--- config.mk ---
export PLATFORM = sky130hd
export DESIGN_NAME = i2c_cmd_seq
export DESIGN_NICKNAME = d
export VERILOG_FILES = /design/src/rtl/i2c_cmd_seq.sv
export SDC_FILE = /design/constraint.sdc
export NUM_CORES = 1
export LEC_CHECK = 0
export BUFFER_PORTS_ARGS = -buffer_cell sky130_fd_sc_hd__clkbuf_2
export CAP_MARGIN = 25
export CORE_MARGIN = 5
export CORE_UTILIZATION = 40
export CTS_BUF_LIST = sky130_fd_sc_hd__clkbuf_16
export CTS_CLUSTER_DIAMETER = 60
export CTS_CLUSTER_SIZE = 12
export DETAILED_ROUTE_END_ITERATION = 6
export GPL_TIMING_DRIVEN = 0
export PLACE_DENSITY = 0.65
export SETUP_SLACK_MARGIN = 0.02
export SYNTH_ARGS = -nofsm -noshare
export SYNTH_HDL_FRONTEND = slang
export SYNTH_SLANG_ARGS = --single-unit
--- constraint.sdc ---
create_clock -name clk_i -period 3.5 [get_ports clk_i]
set_input_delay 0.175 -clock clk_i [delete_from_list [all_inputs] [get_ports clk_i]]
set_output_delay 0.175 -clock clk_i [all_outputs]
set_load 0.005 [all_outputs]
--- src/rtl/i2c_cmd_seq.sv ---
// i2c_cmd_seq
// Host-side command sequencer for the I2C FIFO IP. Accepts one read or
// write request (1-16 bytes) over a valid/ready handshake, pushes the
// address word and write bytes into the IP TX FIFO, writes the command
// register, then drains read bytes from the RX FIFO. Every wait is guarded
// by a watchdog; on expiry the transfer ends with done_o and err_o together.
//
// Ports
//   clk_i, rst_i                 clock, synchronous active-high reset
//   cmd_valid_i/cmd_ready_o      request handshake (rw, 7-bit addr, len-1)
//   wr_data_i/wr_valid_i/wr_ready_o   write byte stream
//   rd_data_o/rd_valid_o         read byte stream (one-cycle pulse per byte)
//   done_o, err_o                end-of-transfer pulse, error qualifier
//   sb_*                         strobe/ack register bus towards the IP
//   txfifo_f, rxfifo_e, mrdcmpl  IP FIFO status flags
module i2c_cmd_seq #(
    parameter int            AW       = 4,
    parameter int            DW       = 10,
    parameter logic [AW-1:0] ADR_TXDR = 4'h8,
    parameter logic [AW-1:0] ADR_RXDR = 4'h9,
    parameter logic [AW-1:0] ADR_CMDR = 4'h7,
    parameter int            TO_CYC   = 4095
) (
    input  logic          clk_i,
    input  logic          rst_i,
    input  logic          cmd_valid_i,
    output logic          cmd_ready_o,
    input  logic          cmd_rw_i,
    input  logic [6:0]    cmd_addr_i,
    input  logic [3:0]    cmd_len_i,
    input  logic [7:0]    wr_data_i,
    input  logic          wr_valid_i,
    output logic          wr_ready_o,
    output logic [7:0]    rd_data_o,
    output logic          rd_valid_o,
    output logic          done_o,
    output logic          err_o,
    output logic          sb_stb_o,
    output logic          sb_cs_o,
    output logic          sb_we_o,
    output logic [AW-1:0] sb_adr_o,
    output logic [DW-1:0] sb_dat_o,
    input  logic [DW-1:0] sb_dat_i,
    input  logic          sb_ack_i,
    input  logic          txfifo_f,
    input  logic          rxfifo_e,
    input  logic          mrdcmpl
);

    typedef enum logic [2:0] {
        S_IDLE, S_ADDR, S_WDATA, S_CMD, S_RWAIT, S_RDATA, S_DONE
    } state_t;

    localparam logic [11:0] TO_LIM = 12'(TO_CYC);

    state_t          state_q, state_d;
    logic            rw_q, rw_d;
    logic [6:0]      addr_q, addr_d;
    logic [3:0]      len_q, len_d;
    logic [4:0]      cnt_q, cnt_d;
    logic [11:0]     wd_q, wd_d;
    logic            stb_q, stb_d;
    logic            we_q, we_d;
    logic [AW-1:0]   adr_q, adr_d;
    logic [DW-1:0]   dat_q, dat_d;
    logic            cmd_ready_q, cmd_ready_d;
    logic            wr_ready_q, wr_ready_d;
    logic [7:0]      rd_data_q, rd_data_d;
    logic            rd_valid_q, rd_valid_d;
    logic            done_q, done_d;
    logic            err_q, err_d;

    logic            ack;
    logic            busy;
    logic [4:0]      total;
    logic [4:0]      cnt_inc;
    logic            last_byte;
    logic            unused_dat;

    // An ack only counts while a bus cycle is open; a stray ack is ignored.
    assign ack        = stb_q & sb_ack_i;
    assign busy       = (state_q != S_IDLE) && (state_q != S_DONE);
    assign total      = {1'b0, len_q} + 5'd1;
    assign cnt_inc    = cnt_q + 5'd1;
    assign last_byte  = (cnt_q == {1'b0, len_q});
    assign unused_dat = &{1'b0, sb_dat_i[DW-1:8]};

    always_comb begin
        state_d     = state_q;
        rw_d        = rw_q;
        addr_d      = addr_q;
        len_d       = len_q;
        cnt_d       = cnt_q;
        stb_d       = stb_q;
        we_d        = we_q;
        adr_d       = adr_q;
        dat_d       = dat_q;
        cmd_ready_d = cmd_ready_q;
        rd_data_d   = rd_data_q;
        wr_ready_d  = 1'b0;
        rd_valid_d  = 1'b0;
        done_d      = 1'b0;
        err_d       = 1'b0;
        wd_d        = wd_q;

        if (ack) begin
            stb_d = 1'b0;
            we_d  = 1'b0;
        end

        case (state_q)
            S_IDLE: begin
                if (cmd_valid_i && cmd_ready_q) begin
                    rw_d        = cmd_rw_i;
                    addr_d      = cmd_addr_i;
                    len_d       = cmd_len_i;
                    cnt_d       = 5'd0;
                    cmd_ready_d = 1'b0;
                    state_d     = S_ADDR;
                end
            end
            S_ADDR: begin
                if (ack) begin
                    state_d = rw_q ? S_CMD : S_WDATA;
                end else if (!stb_q && !txfifo_f) begin
                    stb_d = 1'b1;
                    we_d  = 1'b1;
                    adr_d = ADR_TXDR;
                    dat_d = {2'b01, addr_q, rw_q};
                end
            end
            S_WDATA: begin
                if (ack) begin
                    cnt_d = cnt_inc;
                    if (cnt_inc == total) begin
                        state_d = S_CMD;
                    end
                end else if (!stb_q && wr_valid_i && !txfifo_f) begin
                    // Byte is latched straight into the bus data register;
                    // the ready pulse tells upstream to advance.
                    wr_ready_d = 1'b1;
                    stb_d      = 1'b1;
                    we_d       = 1'b1;
                    adr_d      = ADR_TXDR;
                    dat_d      = {last_byte, 1'b0, wr_data_i};
                end
            end
            S_CMD: begin
                if (ack) begin
                    if (rw_q) begin
                        state_d = S_RWAIT;
                    end else begin
                        done_d  = 1'b1;
                        state_d = S_DONE;
                    end
                end else if (!stb_q) begin
                    stb_d = 1'b1;
                    we_d  = 1'b1;
                    adr_d = ADR_CMDR;
                    dat_d = {rw_q, 1'b1, 4'b0000, len_q};
                end
            end
            S_RWAIT: begin
                if (!rxfifo_e) begin
                    stb_d   = 1'b1;
                    we_d    = 1'b0;
                    adr_d   = ADR_RXDR;
                    state_d = S_RDATA;
                end else if (mrdcmpl) begin
                    // Master finished but the FIFO ran dry early.
                    done_d  = 1'b1;
                    err_d   = 1'b1;
                    state_d = S_DONE;
                end
            end
            S_RDATA: begin
                if (ack) begin
                    rd_data_d  = sb_dat_i[7:0];
                    rd_valid_d = 1'b1;
                    cnt_d      = cnt_inc;
                    if (cnt_inc == total) begin
                        done_d  = 1'b1;
                        state_d = S_DONE;
                    end else begin
                        state_d = S_RWAIT;
                    end
                end
            end
            S_DONE: begin
                cmd_ready_d = 1'b1;
                state_d     = S_IDLE;
            end
            default: begin
                state_d = S_IDLE;
            end
        endcase

        // Watchdog restarts on any progress: state change, ack or a new bus cycle.
        if (!busy || (state_d != state_q) || ack || (stb_d && !stb_q)) begin
            wd_d = 12'd0;
        end else begin
            wd_d = wd_q + 12'd1;
        end

        // Expiry loses to a same-cycle ack, which already took the success path.
        if (busy && !ack && (wd_q == TO_LIM)) begin
            stb_d      = 1'b0;
            we_d       = 1'b0;
            wr_ready_d = 1'b0;
            done_d     = 1'b1;
            err_d      = 1'b1;
            state_d    = S_DONE;
            wd_d       = 12'd0;
        end
    end

    always_ff @(posedge clk_i) begin
        if (rst_i) begin
            state_q     <= S_IDLE;
            rw_q        <= 1'b0;
            addr_q      <= '0;
            len_q       <= '0;
            cnt_q       <= '0;
            wd_q        <= '0;
            stb_q       <= 1'b0;
            we_q        <= 1'b0;
            adr_q       <= '0;
            dat_q       <= '0;
            cmd_ready_q <= 1'b1;
            wr_ready_q  <= 1'b0;
            rd_data_q   <= '0;
            rd_valid_q  <= 1'b0;
            done_q      <= 1'b0;
            err_q       <= 1'b0;
        end else begin
            state_q     <= state_d;
            rw_q        <= rw_d;
            addr_q      <= addr_d;
            len_q       <= len_d;
            cnt_q       <= cnt_d;
            wd_q        <= wd_d;
            stb_q       <= stb_d;
            we_q        <= we_d;
            adr_q       <= adr_d;
            dat_q       <= dat_d;
            cmd_ready_q <= cmd_ready_d;
            wr_ready_q  <= wr_ready_d;
            rd_data_q   <= rd_data_d;
            rd_valid_q  <= rd_valid_d;
            done_q      <= done_d;
            err_q       <= err_d;
        end
    end

    assign cmd_ready_o = cmd_ready_q;
    assign wr_ready_o  = wr_ready_q;
    assign rd_data_o   = rd_data_q;
    assign rd_valid_o  = rd_valid_q;
    assign done_o      = done_q;
    assign err_o       = err_q;
    assign sb_stb_o    = stb_q;
    assign sb_cs_o     = stb_q;
    assign sb_we_o     = we_q;
    assign sb_adr_o    = adr_q;
    assign sb_dat_o    = dat_q;

endmodule

Word level (Yosys, flattened, before mapping). Cells that the tools add are included.

Register bits after elaboration: 61. Bits of input ports: 38. Output and inout port bits: 30. Word-level logic and storage cells: 138.

Add/subtract/negate cells: 3. Equal/unequal tests: 20. Mux-type cells: 63. Bitwise operators: 3. Reduce and logical (&&, ||, !) cells: 32.

Operators with widths (number): $mux W10 (6); $pmux W10 S3 (1); $mux W1 (29); $mux W4 (7); $mux W3 (9); $pmux W3 S6 (1); $ne A2 B2 Y1 const B (8); $pmux W4 S4 (1); $add A12 B1 Y12 const B (1); $eq A12 B12 Y1 const B (1); $mux W5 (2); $pmux W5 S2 (1); $eq A3 B3 Y1 const B (3); $logic_and A1 B1 Y1 (8); $pmux W1 S4 (2); $reduce_and A8 Y1 (1); $reduce_and A7 Y1 (1); $eq A3 B2 Y1 const B (2); $reduce_and A2 Y1 (3); $reduce_bool A3 Y1 (2); $reduce_or A2 Y1 (3); $add A4 B1 Y5 const B (1); $add A5 B1 Y5 const B (1); $eq A5 B4 Y1 (1); 18 further kinds (26).

Longest topological paths before layout.
Depth in word-level cells: 10. Mapped depth: 8. Gate-level depth less buffers: 7.

Least setup slack after synthesis. No wires, ideal clock.

Path type: register to register. Start point: register cnt_q[0]. End point: register wd_q[10]. Setup time: 0.112 ns. Arrival time: 1.663 ns. Data required time: 3.388 ns. Slack: 1.726 ns. Cell stages (with the launch flop): 9. Path buffers: 1. Period minus slack after synthesis: 1.774 ns. Cells stage by stage: dfxtp_1 -> ha_1 -> xnor2_1 -> xnor2_1 -> or3_1 -> nor4_2 -> o41a_2 -> buf_6 -> nor2_1.

Cells in the longest elaborated chain, start to end: 10. Elaborated cells between the ends (all ways): 12. Classes of those cells: add/sub (1); eq/ne (2); mux (5); reduce/logical (4).

RTL lines: start, declared (RTL line 60) `logic [4:0] cnt_q, cnt_d;`; start signal, assigned (RTL line 240) `cnt_q <= cnt_d;`; $add A5 B1 Y5 * (RTL line 84) `assign cnt_inc = cnt_q + 5'd1;`; $eq A5 B5 Y1 * (RTL line 135, 181); $mux W3 or $mux W2 (tied branches) (RTL line 135, 181); $mux W3 (on tied branches) (RTL line 133, 177); $pmux W3 S6 * (RTL line 111) `case (state_q)`; $ne A3 B3 Y1 * (RTL line 199) `if (!busy || (state_d != state_q) || ack || (stb_d && !stb_q)) begin`; $logic_or A1 B1 Y1 * (3 in series) (RTL line 199); $reduce_or A3 Y1 (no line) *; end signal, assigned (RTL line 241) `wd_q <= wd_d;`; end, declared (RTL line 61) `logic [11:0] wd_q, wd_d;`.

Every way passes the cells marked *; elsewhere a longest branch is shown, timed or not. A chain may end at the register's enable or synchronous reset.

Final worst setup path.
Start point: register state_q[2]. End point: register len_q[3].

Cells in the longest elaborated chain, start to end: 2.

RTL lines: start, declared (RTL line 56) `state_t state_q, state_d;`; start signal, assigned (RTL line 236) `state_q <= state_d;`; $logic_not A3 Y1 (RTL line 111); $reduce_and A2 Y1 (no line); end signal, assigned (RTL line 239) `len_q <= len_d;`; end, declared (RTL line 59) `logic [3:0] len_q, len_d;`.

No other way between the ends.

==> flow_summary_export.csv <==
group,metric,value,unit
layout,drive_gt1_frac,0.219,
global_routing,grt_pass1_vias,2366,
cts,cts_root_buffer,"clkbuf_16",
floorplan,ios,68,
timing,min_period,2.16,ns
critical_path,cp_common_cell,"nand2_1",
detailed_routing,wl,7000,um
power,ir_drop,247,uV
layout,layout.cells.non_filler,521,
layout,area_delta_synth_final,24.8,%
cts,cts-htree-levels,3,
synth,synthFlopType,"dfxtp_1",
floorplan,fp.dieH,93.9,um
global_routing,grt_first_pass_wirelength,11200,um
synth,synth.avg_cell_area,8.19,um2
global_routing,grt_use_total,0.163,
layout,antenna_cells,0,
cts,cts_tree,"yes",
timing,fin_ws,1.34,ns
job,max_cap_viol_count,0,
cts,cts_setup_buffers,0,
synth,async_flop_share,0,
cts,clk_latency,0.32,ns
global_routing,overflow,0,
placed_design,dp_slack,1.44,ns
detailed_routing,num_vias,2595,
critical_path,cp-startpoint,"state_q[2]",
cts,cts_hold_buf,0,
layout,final_util,0.514,
critical_path,rr_startpoint,"state_q[2]",
layout,seqCellArea,0.00120,mm2
cts,clk_path_buf_depth,2,
layout,fin_nets,461,
critical_path,slowest_delay,0.80,ns
floorplan,core-area,0.00683,mm2
cts,path_clk_slew,0.05,ns
timing,fin_crit_sh,0.617,
detailed_routing,firstDrtPassIters,6,
timing,finalClockSkew,0.00576,ns
synth,netlist_area,0.00282,mm2
critical_path,crit_type,"register to register",
run_status,outcome,"finished, final reports clean",
power,p_per_area,462,mW/mm2
critical_path,crit_fanout,10,
synth,ys_warn_count,0,
timing,final-hold-violation-count,0,
critical_path,arrival,2.41,ns
timing,setup_viol,0,
cts,cts_buffers,9,
layout,stdcell_area,0.00351,mm2
critical_path,startpoint_type,"register",
synth,seq_area_frac_synth,0.426,
timing,max_freq,463,MHz
floorplan,rows,30,
floorplan,fp.dieW,93.9,um
synth,syn_inst,344,
layout,final_common_cell,"nand2_1",
detailed_routing,post_drt_via_cell_ratio,4.98,
timing,fin_tns_setup,0,ns
power,power_leakage,1.48,nW
layout,layout_common_cells,"nand2_1, clkbuf_2, dfxtp_1, nor2_1, a21oi_1",
critical_path,end_kind,"register",
layout,nFillCells,702,
cts,post_cts_resized,0,
synth,syn_nets,385,
timing,grt_setup_unrepaired,"false",
critical_path,cp_num_buf_inv,2,
cts,cts_sinks,60,
critical_path,worstPathCellList,"buf_6, nor2_1, nand2_1, nor3b_1, buf_2, nand2_1, a21oi_1",
critical_path,cp_top_family,"simple AND/OR/NAND/NOR gates",
synth,ys_ff_latch,60,
global_routing,grt_max_degree,12,
placed_design,gp_congestion,0.827,
hold_path,hold_start,"sb_dat_i[0]",
detailed_routing,wl_per_cell,13.4,um
synth,ys_types,47,
synth,synth_edf_count,0,
detailed_routing,drt_iter0_drc,164,
critical_path,crit_slowest_cell,"nor3b_1",
global_routing,antenna_found_initial,0,
layout,multi_input_area,0.00149,mm2
floorplan,dieArea,0.00882,mm2
power,total_power,1.62,mW
timing,worst_pin_slew,0.989,ns
floorplan,start_util,0.412,
placed_design,dp_hpwl,5290,um
placed_design,dp.cells,505,
detailed_routing,drc_errors,0,
placed_design,dpl_cell_area,0.00326,mm2
timing,drv_slew,0,
timing,hold_ws,0.0681,ns
hold_path,hold_path_class,"primary input to register",
timing,slew_headroom,0.339,
placed_design,port_buffers,64,
detailed_routing,postRouteAntennaNets,0,
critical_path,cp.required,3.75,ns
-- cell type report --
type,instances,share of cell area
clock inverters,7,0.00783
flip-flops and latches,60,0.342
clock buffers,9,0.0641
well taps,96,0.0342
inverters,7,0.00748
plain buffers,18,0.0281
multi-input cells,259,0.424
repair buffers,65,0.0926
-- final timing paths --
check / to / slack (ns) / cells after the start
setup / recovery: len_q[3] / 1.34 / 7
hold / removal: rd_data_o[0] / 0.07 / 3
setup reg to reg: len_q[3] / 1.34 / 7
hold reg to reg: rd_data_o[0] / 0.45 / 2
-- logic make-up (layout without fill, tap and decap cells) --
group,Yosys count,count (layout),share of synthesized area
AOI/OAI and AO/OA,72,72,0.170
xor gates and xnor gates,22,22,0.0684
adders and majority gates,3,3,0.0133
buffers and inverters,25,106,0.0444
DFF,60,60,0.426
muxes,6,6,0.0218
and+or+nand+nor,156,156,0.256
-- sequential cells by signal, indices dropped and copies added (netlist names) --
signal       count
addr_q           7
rd_data_o        8
err_o            1
len_q            4
state_q          3
sb_cs_o          1
cnt_q            5
sb_we_o          1
rw_q             1
rd_valid_o       1
wd_q            12
wr_ready_o       1
cmd_ready_o      1
done_o           1
sb_adr_o         3
sb_dat_o        10
-- layer usage --
metal	vias up	GRT usage	share of wire
li1	1344	-	-
met4	0	0.0542	0.013
met5	-	0	0
met1	1185	0.204	0.45
met2	54	0.264	0.48
met3	12	0.0513	0.056
-- synthesized netlist by cell type (all sizes together) (2+ instances only) --
cell type  instances  area, um2
a211o              5       43.8
a211oi             4       35.0
a21oi             36        180
a222oi             4       40.0
a22oi              2       15.0
a31oi              4       25.0
and2               2       12.5
and3               2       12.5
buf                9       65.1
clkbuf             9       33.8
dfxtp             60       1200
ha                 3       37.5
inv                7       26.3
mux2i              5       50.1
nand2             69        259
nand2b             4       40.0
nand3             14       70.1
nand3b             3       22.5
nor2              38        145
nor2b              3       18.8
nor3               8       40.0
nor3b              3       22.5
o21ai              7       35.0
o22ai              2       12.5
or3                4       25.0
xnor2             11       96.3
xor2              11       96.3
-- power by group --
group	leakage (nW)	internal [mW]	switching, mW
Sequential	0.486	0.702	0.0159
Clock	0.136	0.461	0.286
Combinational	0.859	0.0663	0.0936
Total	1.48	1.23	0.395
-- worst reg2reg max path: cells and delay by family, from the launching register on --
kind            cells  cell delay [ns]
flops               1             0.30
buf+inv             2             0.51
simple gates        4             1.16
compound gates      1             0.12
No activity file was read; power rests on OpenSTA's default activity.
